**src/rtl/proj_fm_pkg.sv**
```systemverilog
`default_nettype none
// ============================================================================
// Module      : proj_fm_pkg
// Description : Width helper and derived-size functions for the feature-map RAM
// Revision    : 1.0 - initial release
// ============================================================================
package proj_fm_pkg;

    // Index width for a range of v values; never narrower than one bit
    function automatic int width_of(input int v);
        return (v > 1) ? $clog2(v) : 1;
    endfunction

    function automatic int fm_words(input int rams, input int entries, input int offset);
        return rams * entries * offset;
    endfunction

    function automatic int fm_chunks(input int rams, input int entries, input int offset,
                                     input int chunk);
        return fm_words(rams, entries, offset) / chunk;
    endfunction

    function automatic int fm_depth(input int entries, input int offset);
        return entries * offset;
    endfunction

    function automatic int cnt_width(input int rams, input int entries, input int offset);
        return width_of(fm_words(rams, entries, offset));
    endfunction

    function automatic int chunk_width(input int rams, input int entries, input int offset,
                                       input int chunk);
        return width_of(fm_chunks(rams, entries, offset, chunk));
    endfunction

    function automatic int buf_width(input int buffers);
        return width_of(buffers);
    endfunction

    function automatic int addr_width(input int entries, input int offset);
        return width_of(fm_depth(entries, offset));
    endfunction

endpackage : proj_fm_pkg
`default_nettype wire

```
**src/rtl/proj_fm_bank.sv**
```systemverilog
`default_nettype none
// ============================================================================
// Module      : proj_fm_bank
// Description : Simple dual-port RAM, synchronous write, asynchronous read
// Revision    : 1.0 - initial release
// ============================================================================
module proj_fm_bank #(
    parameter int DEPTH     = 2,
    parameter int DATA_BITS = 8,
    parameter int ADDR_W    = 1
) (
    input  logic                 clk,
    input  logic                 i_we,
    input  logic [ADDR_W-1:0]    i_waddr,
    input  logic [DATA_BITS-1:0] i_wdata,
    input  logic [ADDR_W-1:0]    i_raddr,
    output logic [DATA_BITS-1:0] o_rdata
);

    logic [DATA_BITS-1:0] r_mem [DEPTH];

    always_ff @(posedge clk) begin
        if (i_we) begin
            r_mem[i_waddr] <= i_wdata;
        end
    end

    assign o_rdata = r_mem[i_raddr];

endmodule : proj_fm_bank
`default_nettype wire

```
**src/rtl/proj_fm_ram.sv**
```systemverilog
`default_nettype none
// ============================================================================
// Module      : proj_fm_ram
// Description : Rotating multi-buffer staging RAM; one word in, one chunk out
// Revision    : 1.0 - initial release
// ============================================================================
module proj_fm_ram
    import proj_fm_pkg::*;
#(
    parameter int BUFFER_COUNT = 2,
    parameter int RAMS         = 2,
    parameter int ENTRIES      = 2,
    parameter int OFFSET       = 1,
    parameter int CHUNK_SIZE   = 2,
    parameter int DATA_BITS    = 8
) (
    input  logic                            in_clk,
    input  logic                            in_rst,
    input  logic [DATA_BITS-1:0]            in_wdata,
    output logic [CHUNK_SIZE*DATA_BITS-1:0] out_rdata
);

    localparam int c_n_words = fm_words(RAMS, ENTRIES, OFFSET);
    localparam int c_chunks  = fm_chunks(RAMS, ENTRIES, OFFSET, CHUNK_SIZE);
    localparam int c_depth   = fm_depth(ENTRIES, OFFSET);
    localparam int c_cnt_w   = cnt_width(RAMS, ENTRIES, OFFSET);
    localparam int c_chunk_w = chunk_width(RAMS, ENTRIES, OFFSET, CHUNK_SIZE);
    localparam int c_buf_w   = buf_width(BUFFER_COUNT);
    localparam int c_addr_w  = addr_width(ENTRIES, OFFSET);
    localparam int c_sel_w   = width_of(RAMS);

    logic [c_cnt_w-1:0]   r_wr_cnt;
    logic [c_chunk_w-1:0] r_rd_chunk;
    logic [c_buf_w-1:0]   r_wr_idx;
    logic [c_buf_w-1:0]   r_rd_idx;
    logic                 r_primed;

    logic                 w_swap;
    int                   w_rd_base;
    logic [c_sel_w-1:0]   w_wr_bank;
    logic [c_sel_w-1:0]   w_rd_bank0;
    logic [c_addr_w-1:0]  w_wr_addr;
    logic [c_addr_w-1:0]  w_rd_addr;
    logic [DATA_BITS-1:0] w_bank_rdata [BUFFER_COUNT][RAMS];
    logic [CHUNK_SIZE*DATA_BITS-1:0] w_chunk;

    assign w_swap = (r_wr_cnt == c_cnt_w'(c_n_words - 1));

    // Words are striped across banks, so a chunk is CHUNK_SIZE adjacent banks at one address
    always_comb begin
        w_rd_base  = int'(r_rd_chunk) * CHUNK_SIZE;
        w_wr_bank  = c_sel_w'(int'(r_wr_cnt) % RAMS);
        w_wr_addr  = c_addr_w'(int'(r_wr_cnt) / RAMS);
        w_rd_bank0 = c_sel_w'(w_rd_base % RAMS);
        w_rd_addr  = c_addr_w'(w_rd_base / RAMS);
    end

    always_comb begin
        w_chunk = '0;
        for (int j = 0; j < CHUNK_SIZE; j++) begin
            w_chunk[j*DATA_BITS +: DATA_BITS] =
                w_bank_rdata[r_rd_idx][c_sel_w'(int'(w_rd_bank0) + j)];
        end
    end

    for (genvar b = 0; b < BUFFER_COUNT; b++) begin : g_buf
        for (genvar r = 0; r < RAMS; r++) begin : g_bank
            logic w_we;

            assign w_we = !in_rst && (r_wr_idx == c_buf_w'(b)) && (w_wr_bank == c_sel_w'(r));

            proj_fm_bank #(
                .DEPTH     (c_depth),
                .DATA_BITS (DATA_BITS),
                .ADDR_W    (c_addr_w)
            ) u_bank (
                .clk     (in_clk),
                .i_we    (w_we),
                .i_waddr (w_wr_addr),
                .i_wdata (in_wdata),
                .i_raddr (w_rd_addr),
                .o_rdata (w_bank_rdata[b][r])
            );
        end
    end

    always_ff @(posedge in_clk) begin
        if (in_rst) begin
            r_wr_cnt   <= '0;
            r_rd_chunk <= '0;
            r_wr_idx   <= '0;
            r_rd_idx   <= '0;
            r_primed   <= 1'b0;
            out_rdata  <= '0;
        end else begin
            r_wr_cnt <= w_swap ? '0 : r_wr_cnt + 1'b1;

            // A completed buffer restarts the read stream, overriding the chunk advance
            if (w_swap) begin
                r_rd_idx   <= r_wr_idx;
                r_wr_idx   <= (r_wr_idx == c_buf_w'(BUFFER_COUNT - 1)) ? '0 : r_wr_idx + 1'b1;
                r_rd_chunk <= '0;
                r_primed   <= 1'b1;
            end else if (r_primed) begin
                r_rd_chunk <= (r_rd_chunk == c_chunk_w'(c_chunks - 1)) ? '0 : r_rd_chunk + 1'b1;
            end

            if (r_primed) begin
                out_rdata <= w_chunk;
            end
        end
    end

endmodule : proj_fm_ram
`default_nettype wire

```
**config.mk**
```make
export PLATFORM = sky130hd
export DESIGN_NAME = proj_fm_ram
export DESIGN_NICKNAME = d
export VERILOG_FILES = /design/src/rtl/proj_fm_pkg.sv /design/src/rtl/proj_fm_bank.sv /design/src/rtl/proj_fm_ram.sv
export SDC_FILE = /design/constraint.sdc
export NUM_CORES = 1
export LEC_CHECK = 0
export ABC_AREA = 1
export BUFFER_PORTS_ARGS = -buffer_cell sky130_fd_sc_hd__buf_4
export CAP_MARGIN = 0
export CORE_MARGIN = 2
export CORE_UTILIZATION = 55
export CTS_CLUSTER_DIAMETER = 50
export DETAILED_ROUTE_END_ITERATION = 10
export PLACE_DENSITY = 0.74
export SLEW_MARGIN = 5
export SYNTH_ARGS = -nofsm -noshare
export SYNTH_HDL_FRONTEND = slang
export SYNTH_SLANG_ARGS = --single-unit
```
**constraint.sdc**
```tcl
create_clock -name in_clk -period 3.5 [get_ports in_clk]
set_input_delay 0.35 -clock in_clk [delete_from_list [all_inputs] [get_ports in_clk]]
set_output_delay 0.35 -clock in_clk [all_outputs]
set_load 0.05 [all_outputs]
```
==> results of run 1 <==
[layer usage]
layer / part of all wire (%) / up-vias / wire length (um) / track usage [%]
li1: - / 557 / - / -
met1: 46 / 511 / 1310 / 22.3
met2: 47 / 34 / 1350 / 25.4
met3: 5.7 / 8 / 165 / 3.75
met4: 2.0 / 0 / 57 / 8.42
met5: 0 / - / 0 / 0
[kinds of logic after synthesis]
logic type,after synthesis
AND/OR/NAND/NOR,71
AO/OA/AOI/OAI,19
adder cells (fa/ha/maj),1
XOR/XNOR,1
flip-flops,47
buffers and inverters,21
other,1
[final timing paths]
| check | end | slack, ns | cells past startpoint |
|---|---|---|---|
| min reg2reg | r_wr_cnt[0]$_SDFF_PP0_ | 0.46 | 1 |
| max reg2reg | g_buf[0].g_bank[0].u_bank.r_mem[0][2]$_DFFE_PP_ | 2.02 | 3 |
| max | g_buf[0].g_bank[0].u_bank.r_mem[0][2]$_DFFE_PP_ | 2.02 | 3 |
| min | r_primed$_SDFFE_PP0N_ | 0.17 | 2 |
[synthesized netlist by cell type (all sizes together)]
cell	instances
nand2	41
edfxtp	32
nand3	18
dfxtp	15
buf	14
nor2	11
o21ai	10
a21oi	9
inv	6
clkbuf	1
conb	1
ha	1
or2	1
xnor2	1
[worst max-delay path, stage by stage (launching register included)]
cell and delay, ns:
dfxtp_1 0.36, nor2_1 0.13, nand2_1 0.09, nor2_1 0.54
[state kept, by name, summed over array words and instances, names as in the netlist, named ones only]
| name | flops |
|---|---|
| g_buf.g_bank.u_bank.r_mem | 32 |
| r_rd_chunk | 1 |
| r_wr_cnt | 2 |
| r_rd_idx | 1 |
| r_wr_idx | 1 |
| out_rdata | 8 |
| r_primed | 1 |
[power groups by stage]
stage / logic, W / registers, W / clock network (W)
4_1_cts: 0.000136 / 0.000644 / 0.000286
2_1_floorplan: 0.0000999 / 0.000668 / 0
5_1_grt: 0.000148 / 0.000648 / 0.000307
3_3_place_gp: 0.000134 / 0.000656 / 0
3_5_place_dp: 0.000136 / 0.000657 / 0
6_report: 0.000136 / 0.000644 / 0.000279
[final cells by class]
| class | count | area, um^2 |
|---|---|---|
| fillers | 272 | 1260 |
| multi-input cells | 100 | 533 |
| flip-flops and latches | 47 | 1260 |
| inverters | 6 | 30.0 |
| well taps | 46 | 57.6 |
| clock buffers | 8 | 70.1 |
| repair buffers | 17 | 128 |
[metrics by stage]
| stage | area (um^2) | std cells | util [%] |
|---|---|---|---|
| CTS | 2080 | 224 | 62.3 |
| global placement | 2010 | 216 | 60.2 |
| global route | 2080 | 224 | 62.3 |
| floorplan | 1950 | 168 | - |
| detailed placement | 2010 | 216 | 60.2 |
| finish | 2080 | 224 | 62.3 |
[layout by cell type, fill, tap and decap left out, drive strengths merged]
cell,count
edfxtp,32
ha,1
o21ai,10
a21oi,9
nand3,18
buf,17
nor2,11
inv,6
xnor2,1
dfxtp,15
clkbuf,8
conb,8
or2,1
nand2,41
==> flow_metrics.py, run 1 <==
metrics = {
    "run_status": {
        "status": "finished clean",
    },
    "drt": {
        "wl_um": 2880,
        "vias": 1110,
        "first_pass_iters": 4,
        "drc": 0,
        "drtAntennaViolNets": 0,
        "drt_iter0_drc": 56,
        "routedWlPerCell_um": 12.9,
        "viasPerCell": 4.96,
    },
    "timing": {
        "finalCritPeriodShare_pct": 42.3,
        "fin_ws_ns": 2.02,
        "finalHoldViolCount": 0,
        "skew_ns": 0.0127,
        "fin_crit_ns": 1.48,
        "setup_tns_ns": 0,
        "rsz0062_at_grt": "false",
        "setup_viol": 0,
        "slew_violations": 0,
        "worst_hold_slack_ns": 0.170,
        "tightestPinTransition_ns": 0.712,
        "fmax_mhz": 676,
        "maxSlewHeadroom_pct": 52.4,
    },
    "die": {
        "dieArea_um2": 3990,
        "die_w_um": 63.2,
        "initial_core_util_pct": 57.7,
        "fp-row-count": 21,
        "die_height_um": 63.2,
        "core_area_um2": 3340,
        "ioPinCount": 26,
    },
    "critical_path": {
        "crit_path_end_kind": "flop",
        "startpoint_type": "flop",
        "crit_required_ns": 3.48,
        "cp_max_fo": 8,
        "startpoint": "r_wr_idx$_SDFFE_PP0N_",
        "timing.rr.start": "r_wr_idx$_SDFFE_PP0N_",
        "setup.worst_path.class": "reg -> reg",
        "arrival_ns": 1.46,
    },
    "synth": {
        "yosys.area_share.simple_pct": 18.5,
        "synth-compound-area-share_pct": 6.50,
        "ys_types": 22,
        "yosys.area.top_type": "edfxtp_1",
        "synth_top_family_by_area": "simple AND/OR/NAND/NOR gates",
        "ys_ff_latch": 47,
        "synthXorXnorAreaFrac_pct": 0.455,
        "yosysWarnings": 0,
        "yosys.area_share.adder_pct": 0.650,
        "synthTopCellsByArea": "edfxtp_1 (50%), dfxtp_1 (16%), nand2_1 (6.0%), nand3_2 (4.2%), buf_4 (3.9%)",
        "avgSynthCellArea_um2": 12.0,
        "netlist_area_um2": 1930,
        "synthMuxAreaShare_pct": 0,
        "syn_inst": 161,
        "ys_seq_area_share_pct": 65.5,
        "synth_top_area_share_pct": 49.9,
    },
    "clock_network": {
        "cts_buffers": 5,
        "cts_setup_buffers": 0,
        "clk_latency_ns": 0.35,
        "cts.sinks": 47,
        "cts_buffer_depth": 2,
        "clk_pin_slew_ns": 0.12,
        "holdBufCountCts": 0,
        "cts_tree": "yes",
        "ctsResizeCount": 0,
        "h-tree-depth": 2,
        "clock-root-buffer": "clkbuf_4",
    },
    "worst_hold_path": {
        "hp-start": "in_rst",
        "worstHoldPathType": "in -> reg",
    },
    "run": {
        "cap_violations": 0,
    },
    "grt": {
        "grt_usage_pct": 16.6,
        "antenna_found_initial": 0,
        "grt_max_degree": 19,
        "grt_pass1_wl_um": 4950,
        "grt-ovfl-total": 0,
        "grt_pass1_vias": 1066,
    },
    "layout": {
        "area.growth.synth_to_final_pct": 7.99,
        "drive_gt1_share_pct": 29.2,
        "nets": 188,
        "n_antenna_cell": 0,
    },
    "power_and_ir_drop": {
        "p_seq_share_pct": 60.8,
        "power.density_nw_per_um2": 509,
        "swShare_pct": 25.9,
        "clock_power_share_pct": 26.4,
        "p_int_w": 0.000785,
        "pwr-share-comb_pct": 12.8,
        "peakVddDrop_mv": 0.278,
        "leakage_nw": 0.789,
        "power_w": 0.00106,
        "p_switching_w": 0.000274,
    },
    "placement": {
        "gp_congestion": 0.823,
        "io_buffers": 17,
        "dp_slack_ns": 1.79,
        "dp_hpwl_um": 2140,
    },
}
Power figures use the tool's default switching activity.
==> run 2: changes to the inputs <==
- CORE_UTILIZATION: 55 -> 50
- PLACE_DENSITY: 0.74 -> 0.71
- clock period: 3.5 -> 1.2 ns (I/O delays scaled with it)
==> flow_metrics.py, run 2 (synthesis results as in run 1) <==
metrics = {
    "drt": {
        "wl_um": 2900,
        "drtAntennaViolNets": 0,
        "routedWlPerCell_um": 12.3,
        "highest_layer": "met4",
        "vias": 1120,
        "wl_met3_um": 132,
        "drt-met1-wl_um": 1390,
        "viasPerCell": 4.77,
        "met2WireLength_um": 1330,
        "first_pass_iters": 4,
        "drc": 0,
        "drt_iter0_drc": 73,
    },
    "layout": {
        "area.growth.synth_to_final_pct": 13.0,
        "design_area_um2": 2180,
        "drive_gt1_share_pct": 33.7,
        "final_cell_mix": "edfxtp_1 (32), nand2_1 (31), buf_4 (25), dfxtp_1 (15), nor2_1 (11)",
        "largestRegisters": "g_buf.g_bank.u_bank.r_mem x32, out_rdata x8, r_wr_cnt x2",
        "regMostFlops": "g_buf.g_bank.u_bank.r_mem",
        "multi_input_area_um2": 533,
        "n_antenna_cell": 0,
        "ff_latch_area_um2": 1260,
        "largest_register_ffs": 32,
        "layout.filler_cells": 313,
        "final_common_cell": "edfxtp_1",
        "nets": 197,
    },
    "clock_network": {
        "cts_buffer_depth": 2,
        "ctsResizeCount": 0,
        "cts_tree": "yes",
        "cts.sinks": 47,
        "h-tree-depth": 2,
        "holdBufCountCts": 0,
        "clock-root-buffer": "clkbuf_8",
        "clk_latency_ns": 0.29,
        "clk_pin_slew_ns": 0.08,
        "cts_setup_buffers": 0,
        "cts_buffers": 5,
    },
    "placement": {
        "io_buffers": 17,
        "place_area_um2": 2090,
        "gp_congestion": 0.885,
        "dp_hpwl_um": 2190,
    },
    "grt": {
        "antenna_found_initial": 0,
        "grt_pass1_wl_um": 4730,
        "grt_usage_pct": 15.1,
        "grt-ovfl-total": 0,
        "grt_pass1_vias": 1032,
        "grt_max_degree": 18,
    },
    "timing": {
        "skew_ns": 0.00634,
        "finalHoldViolCount": 0,
        "setup_tns_ns": 0,
        "fin_crit_ns": 1.12,
        "finalCritPeriodShare_pct": 93.3,
        "setup_viol": 0,
        "fmax_mhz": 893,
        "slew_violations": 0,
        "rsz0062_at_grt": "false",
    },
    "die": {
        "initial_core_util_pct": 52.2,
        "die_w_um": 66.1,
        "fp-row-count": 22,
        "dieArea_um2": 4360,
        "core_area_um2": 3690,
        "ioPinCount": 26,
        "die_height_um": 66.1,
    },
    "power_and_ir_drop": {
        "pwr-share-comb_pct": 14.0,
        "p_switching_w": 0.000836,
        "power.density_nw_per_um2": 1470,
        "leakage_nw": 0.850,
        "p_int_w": 0.00235,
        "swShare_pct": 26.2,
        "p_seq_share_pct": 58.2,
        "peakVddDrop_mv": 1.20,
        "clock_power_share_pct": 27.8,
    },
    "critical_path": {
        "crit_slowest_cell": "dfxtp_1",
        "timing.rr.start": "r_wr_idx$_SDFFE_PP0N_",
        "slowest_delay_ns": 0.35,
        "crit_path_end_kind": "flop",
        "setup.worst_path.class": "reg -> reg",
        "rrSetupSlack_ns": 0.08,
        "arrival_ns": 1.12,
        "crit_required_ns": 1.20,
        "critPathMostFrequentCell": "nor2_1",
        "cp_max_fo": 8,
        "r2r-end": "g_buf[0].g_bank[0].u_bank.r_mem[1][5]$_DFFE_PP_",
        "rr_worst_depth": 4,
        "critPathBufInv": 1,
        "crit_chain": "nor2_1 > nand2_1 > nor2_1 > buf_4",
        "critical_path.top_delay_family": "flip-flops",
        "startpoint_type": "flop",
    },
    "run_status": {
        "status": "finished clean",
    },
    "worst_hold_path": {
        "hp-start": "in_rst",
        "holdPathEnd": "r_primed$_SDFFE_PP0N_",
        "min_path_cells": 2,
        "worstHoldPathType": "in -> reg",
    },
    "run": {
        "cap_violations": 0,
    },
}
-- run 2: cell count changes in the layout (fill, tap and decap cells not counted), sizes merged --
cell    before  now
clkinv       0    3
clkbuf       8    5
buf         17   26
-- run 2: layout make-up --
type	instances	area share (%)
inverter	6	1.38
tap	48	2.76
sequential	47	58.0
multi-input combinational	100	24.5
clock buffer	5	3.16
clock inverter	3	0.690
timing repair buffer	26	9.55
-- run 2: power groups by stage --
stage,Clock [W],Sequential (W),Combinational (W)
final,0.000887,0.00186,0.000446
after floorplan,0,0.00195,0.000291
after global routing,0.000958,0.00187,0.000487
after CTS,0.000900,0.00186,0.000448
after global placement,0,0.00189,0.000441
after detailed placement,0,0.00190,0.000447
-- run 2: worst register-to-register path, stage by stage, from the launching register on --
cell     delay (ns)
dfxtp_1        0.35
nor2_1         0.12
nand2_1        0.07
nor2_1         0.11
buf_4          0.18
-- run 2: how the worst max path moves through the flow --
stage	startpoint	end	slack (ns)	depth (start not counted)
final	r_wr_idx$_SDFFE_PP0N_	g_buf[0].g_bank[0].u_bank.r_mem[1][5]$_DFFE_PP_	0.08	4
after global routing	r_wr_idx$_SDFFE_PP0N_	g_buf[0].g_bank[0].u_bank.r_mem[1][7]$_DFFE_PP_	0.02	4
after floorplan	r_wr_idx$_SDFFE_PP0N_	g_buf[0].g_bank[0].u_bank.r_mem[1][0]$_DFFE_PP_	-0.02	3
after detailed placement	r_wr_cnt[0]$_SDFF_PP0_	r_rd_idx$_SDFFE_PP0N_	0.12	3
after global placement	r_wr_idx$_SDFFE_PP0N_	g_buf[0].g_bank[0].u_bank.r_mem[0][3]$_DFFE_PP_	0.15	4
after CTS	r_wr_idx$_SDFFE_PP0N_	g_buf[0].g_bank[0].u_bank.r_mem[1][5]$_DFFE_PP_	0.08	4
-- run 2: metrics by stage --
step / total power [W] / worst slack [ns] / std cells / utilization [%] / hold slack [ns]
after global routing: 0.00331 / 0.0166 / 235 / 59.0 / 0.00310
after CTS: 0.00321 / 0.0847 / 235 / 59.0 / 0.00118
final: 0.00319 / 0.0805 / 235 / 59.0 / 0.00493
after detailed placement: 0.00234 / 0.116 / 227 / 56.7 / 0.319
after global placement: 0.00233 / 0.146 / 227 / 56.7 / 0.313
after floorplan: 0.00224 / -0.0151 / 168 / - / 0.192
-- run 2: per-layer routing --
layer  global-route usage (%)  vias to the layer above
met1                     20.1                      512
met4                     6.89                        0
met5                        0                        -
met2                     23.0                       27
met3                     4.09                        5
li1                         -                      576
